**src/rtl/shift_rows_stream.sv**
```systemverilog
// Byte-serial ShiftRows / InvShiftRows: loads one 4xNB state, then drains it row-shifted.
// Latency: first output byte on the cycle after the last input byte is accepted.
// Backpressure: in_ready is low while draining; out_ready=0 holds out_byte/out_last stable.
module shift_rows_stream #(
  parameter int NB     = 4,
  parameter int BYTE_W = 8
) (
  input  logic              clk,
  input  logic              rst_n,
  input  logic              clear,
  input  logic              in_valid,
  output logic              in_ready,
  input  logic [BYTE_W-1:0] in_byte,
  input  logic              in_inv,
  output logic              out_valid,
  input  logic              out_ready,
  output logic [BYTE_W-1:0] out_byte,
  output logic              out_last,
  output logic              busy
);

  localparam int NBYTES = 4 * NB;
  localparam int IW     = $clog2(NBYTES);
  localparam int CW     = $clog2(NB);

  localparam logic [IW-1:0] LAST_IDX = IW'(NBYTES - 1);
  localparam logic [CW:0]   NB_W     = (CW+1)'(NB);
  localparam logic [CW:0]   S1       = (CW+1)'(1);
  localparam logic [CW:0]   S2       = (NB == 8) ? (CW+1)'(3) : (CW+1)'(2);
  localparam logic [CW:0]   S3       = (NB == 8) ? (CW+1)'(4) : (CW+1)'(3);

  typedef enum logic {
    LOAD  = 1'b0,
    DRAIN = 1'b1
  } state_t;

  state_t          state_q;
  state_t          state_d;
  logic [IW-1:0]   wr_idx;
  logic [IW-1:0]   rd_idx;
  logic            mode_q;
  logic [BYTE_W-1:0] mem [NBYTES];

  logic            in_hs;
  logic            out_hs;
  logic [1:0]      row;
  logic [CW:0]     col;
  logic [CW:0]     shift;
  logic [CW:0]     src_col;
  logic [IW-1:0]   src_idx;

  assign in_ready  = (state_q == LOAD);
  assign out_valid = (state_q == DRAIN);
  assign out_last  = (state_q == DRAIN) && (rd_idx == LAST_IDX);
  assign busy      = (state_q == DRAIN) || (wr_idx != '0);

  assign in_hs  = in_valid & in_ready;
  assign out_hs = out_valid & out_ready;

  always_ff @(posedge clk or negedge rst_n) begin
    if (!rst_n) begin
      state_q <= LOAD;
    end else begin
      state_q <= state_d;
    end
  end

  always_comb begin
    state_d = state_q;
    if (clear) begin
      state_d = LOAD;
    end else begin
      case (state_q)
        LOAD:    if (in_hs && (wr_idx == LAST_IDX)) state_d = DRAIN;
        DRAIN:   if (out_hs && (rd_idx == LAST_IDX)) state_d = LOAD;
        default: state_d = LOAD;
      endcase
    end
  end

  always_ff @(posedge clk or negedge rst_n) begin
    if (!rst_n) begin
      wr_idx <= '0;
      rd_idx <= '0;
      mode_q <= 1'b0;
    end else if (clear) begin
      wr_idx <= '0;
      rd_idx <= '0;
    end else begin
      if (in_hs) begin
        wr_idx <= (wr_idx == LAST_IDX) ? '0 : wr_idx + 1'b1;
        if (wr_idx == '0) mode_q <= in_inv;
      end
      if (out_hs) begin
        rd_idx <= (rd_idx == LAST_IDX) ? '0 : rd_idx + 1'b1;
      end
    end
  end

  // State storage needs no reset; it is only read after a full block is loaded.
  always_ff @(posedge clk) begin
    if (in_hs && !clear) mem[wr_idx] <= in_byte;
  end

  // Source column = (col +/- shift) mod NB, kept non-negative by adding NB before subtracting.
  always_comb begin
    row = rd_idx[1:0];
    col = {1'b0, rd_idx[IW-1:2]};
    case (row)
      2'd0:    shift = '0;
      2'd1:    shift = S1;
      2'd2:    shift = S2;
      default: shift = S3;
    endcase
    if (mode_q) src_col = col + NB_W - shift;
    else        src_col = col + shift;
    if (src_col >= NB_W) src_col = src_col - NB_W;
    src_idx = {src_col[CW-1:0], row};
  end

  assign out_byte = (state_q == DRAIN) ? mem[src_idx] : '0;

endmodule

```
**config.mk**
```make
export PLATFORM = sky130hd
export DESIGN_NAME = shift_rows_stream
export DESIGN_NICKNAME = d
export VERILOG_FILES = /design/src/rtl/shift_rows_stream.sv
export SDC_FILE = /design/constraint.sdc
export NUM_CORES = 1
export LEC_CHECK = 0
export ABC_CLOCK_PERIOD_IN_PS = 6850
export CORE_MARGIN = 2
export CORE_UTILIZATION = 64
export CTS_CLUSTER_SIZE = 40
export DETAILED_ROUTE_END_ITERATION = 7
export GPL_TIMING_DRIVEN = 0
export MAX_ROUTING_LAYER = met4
export PLACE_DENSITY = 0.87
export SLEW_MARGIN = 20
export SYNTH_ARGS = -nofsm -noshare
export SYNTH_HDL_FRONTEND = slang
export SYNTH_SLANG_ARGS = --single-unit
```
**constraint.sdc**
```tcl
create_clock -name clk -period 6.85 [get_ports clk]
set_input_delay 0.685 -clock clk [delete_from_list [all_inputs] [get_ports clk]]
set_output_delay 0.685 -clock clk [all_outputs]
set_load 0.01 [all_outputs]
```
==> results.toml <==
[routing]
routed_wl_um = 12460
ant_nets = 0
vias = 3251
drt-pass1-iter-count = 5
drtIter0Drc = 449
vias_per_cell = 6.703
wl_per_cell_um = 25.70
route.detailed.drc = 0

[timing]
drv_slew = 0
fmax_ghz = 0.1935
hold_viol = 0
finClkSkew_ps = 5.206
worst_slack_ps = 1682
setup_tns_ps = 0
hold_slack_ps = 493.0
slew_headroom_pct = 35.17
layout_min_cycle_time_ps = 5168
layout_worst_path_cycle_share_pct = 75.44
tightest_slew_ps = 967.2
setup_viol = 0
rsz0062_at_grt = "false"

[finish]
final_nets = 387
area_growth_pct = 18.29
layout-drive-gt1-share_pct = 21.22
fin_area_mm2 = 0.006766
fill_cells = 428
fin_util_pct = 77.97
n_antenna_cell = 0

[global_route]
use_met2_pct = 41.39
grt_use_total_pct = 29.00
grt_pass1_wl_um = 19380
grt-ovfl-total = 0
use_met3_pct = 7.234
grt_antenna_before_repair = 0
grt_start_max_net_pins = 17
grt_busiest_layer = "met2"
grt_pass1_vias = 3365
grt_use_met1_pct = 40.03

[logic_synthesis]
syn_nets = 339
yosysWarnings = 0
synthAdderAreaFrac_pct = 1.969
syn_inst = 316
synth-simple-area-share_pct = 7.699
yosysSeqAreaShare_pct = 71.57
syn_area_mm2 = 0.005720
synth_top_family_by_area = "multiplexers"
synth.most_common_cell = "edfxtp_1"
netlist_top_cells_area = "edfxtp_1 67%, mux4_2 11%, dfrtp_1 4.4%, ha_1 2.0%, mux4_1 1.8%"
ys_ff_latch = 138
synth_common_cells = "128 x edfxtp_1, 28 x mux4_2, 22 x nand2_1, 18 x nor2_1, 16 x and2_1"
synth_cell_types = 32
synth_enable_flop_cells = 128
synthFlopType = "edfxtp_1"
synth_compound_area_share_pct = 2.581
synth_xor_area_share_pct = 0.6999
synth.area.mux_share_pct = 13.25
async_flop_share_pct = 7.246
synth_area_leader_cell = "edfxtp_1"
syn_avg_cell_area_um2 = 18.10
synth_top_area_share_pct = 67.19

[cts]
cts_resized = 0
cts-buffers-inserted = 17
clkSinkCount = 138
clock_latency_ps = 520
clock_path_buffers = 2
postCtsSetupRepairBufs = 0
clkTransAtPathRegs_ps = 60
h-tree-depth = 4
cts_root_buf = "clkbuf_8"
cts_tree = "done"
cts_hold_buf = 0

[place]
dpl_cell_area_mm2 = 0.006178
port_buffers = 24
dp_hpwl_um = 7506
dpl_worst_slack_ps = 2325
place.gp.congestion = 0.8977

[worst_setup_path]
crit_path_end_kind = "output port"
worst-setup-path-type = "reg2out"
worstPathCellList = "buf_6 > buf_12 > buf_6 > inv_1 > ha_1 > or2_2 > ha_1 > buf_1 > mux4_1 > and2_1 > o311a_1 > clkdlybuf4s50_1"
slowest_stage = "buf_1"
max_stage_delay_ps = 570
rr_worst_depth = 3
required_ps = 6160
start_kind = "flop"
critical_path_arrival_ps = 4480
crit_fanout = 10

[floorplan]
fp.dieH_um = 98.54
io_pins = 26
row_count = 34
die_width_um = 98.54
die-area_mm2 = 0.009710
initial_core_util_pct = 65.92
coreArea_mm2 = 0.008678

[job]
maxCapViolCount = 0

[pwr]
powerDensity_mw_per_mm2 = 277.9
vdd.ir_drop.worst_v = 0.0002554
leakage_nw = 2.282

[run_status]
outcome = "finished, final reports clean"

[min_path]
hold_class = "in2async"
## registers in the layout, indices dropped and copies added (netlist names)
| name | count |
|---|---|
| mem | 128 |
| rd_idx | 4 |
| wr_idx | 4 |
| mode_q | 1 |
| out_valid | 1 |
## metrics by stage
step                      power [mW]  instances
after global routing           1.928        485
after CTS                      1.886        485
after detailed placement      0.9978        453
after global placement        0.9925        448
after floorplan               0.9682        316
final                          1.880        485
## worst paths after layout
kind,startpoint,endpoint,slack (ps)
setup / recovery,rd_idx[1],out_byte[2],1680
hold / removal,rst_n,rd_idx[0],490
setup reg to reg,wr_idx[3],mem[13][4],4580
hold reg to reg,mode_q,mode_q,530
max in group asynchronous,rst_n,rd_idx[2],6030
min in group clk,mode_q,mode_q,530
## cell type report
class	instances	area (um^2)	share of cell area, %
Buffer	17	105.1	1.553
Multi-Input combinational cell	155	1540	22.76
Sequential cell	138	4094	60.50
Timing Repair Buffer	29	281.5	4.161
Tap cell	108	135.1	1.997
Clock buffer	18	417.9	6.176
Inverter	6	22.52	0.3328
Clock inverter	14	170.2	2.515
## cell families after synthesis
logic type,after synthesis
AOI/OAI and AO/OA,20
and+or+nand+nor,89
DFF,138
buffers and inverters,23
xor gates and xnor gates,3
adders and majority gates,9
muxes,34
## metal layers
metal / wire, um / up-vias
li1: - / 1348
met5: 0 / -
met1: 4690 / 1593
met3: 1368 / 37
met4: 495 / 0
met2: 5910 / 273
## worst max-delay path: cells and delay by family (launching register included)
kind | cells | cell delay (ps)
AO/OA/AOI/OAI | 1 | 340
buffers and inverters | 6 | 1730
multiplexers | 1 | 430
flip-flops | 1 | 410
AND/OR/NAND/NOR | 2 | 480
adder cells (fa/ha/maj) | 2 | 570
## report_power, final
part / switching, mW / total, mW / internal, mW
Sequential: 0.00378 / 0.933 / 0.930
Combinational: 0.0288 / 0.0481 / 0.0193
Clock: 0.343 / 0.899 / 0.556
## layout by cell type, fill, tap and decap left out, types with 3 or more instances in the layout
cell	netlist	final
mux4_2	28	28
nand2_1	22	22
nand3_1	13	13
ha_1	9	9
a21oi_1	8	8
buf_4	0	4
dfrtp_1	10	10
nor2_1	18	18
clkdlybuf4s50_1	0	24
o311a_1	8	8
clkbuf_1	8	9
mux4_1	4	4
nand3b_1	3	3
buf_6	3	4
and2_1	16	16
inv_6	0	3
nor3_2	0	6
inv_1	6	6
bufinv_16	0	3
buf_1	3	3
clkinvlp_4	0	3
clkbuf_16	0	16
edfxtp_1	128	128
(Power assumes the default switching activity.)
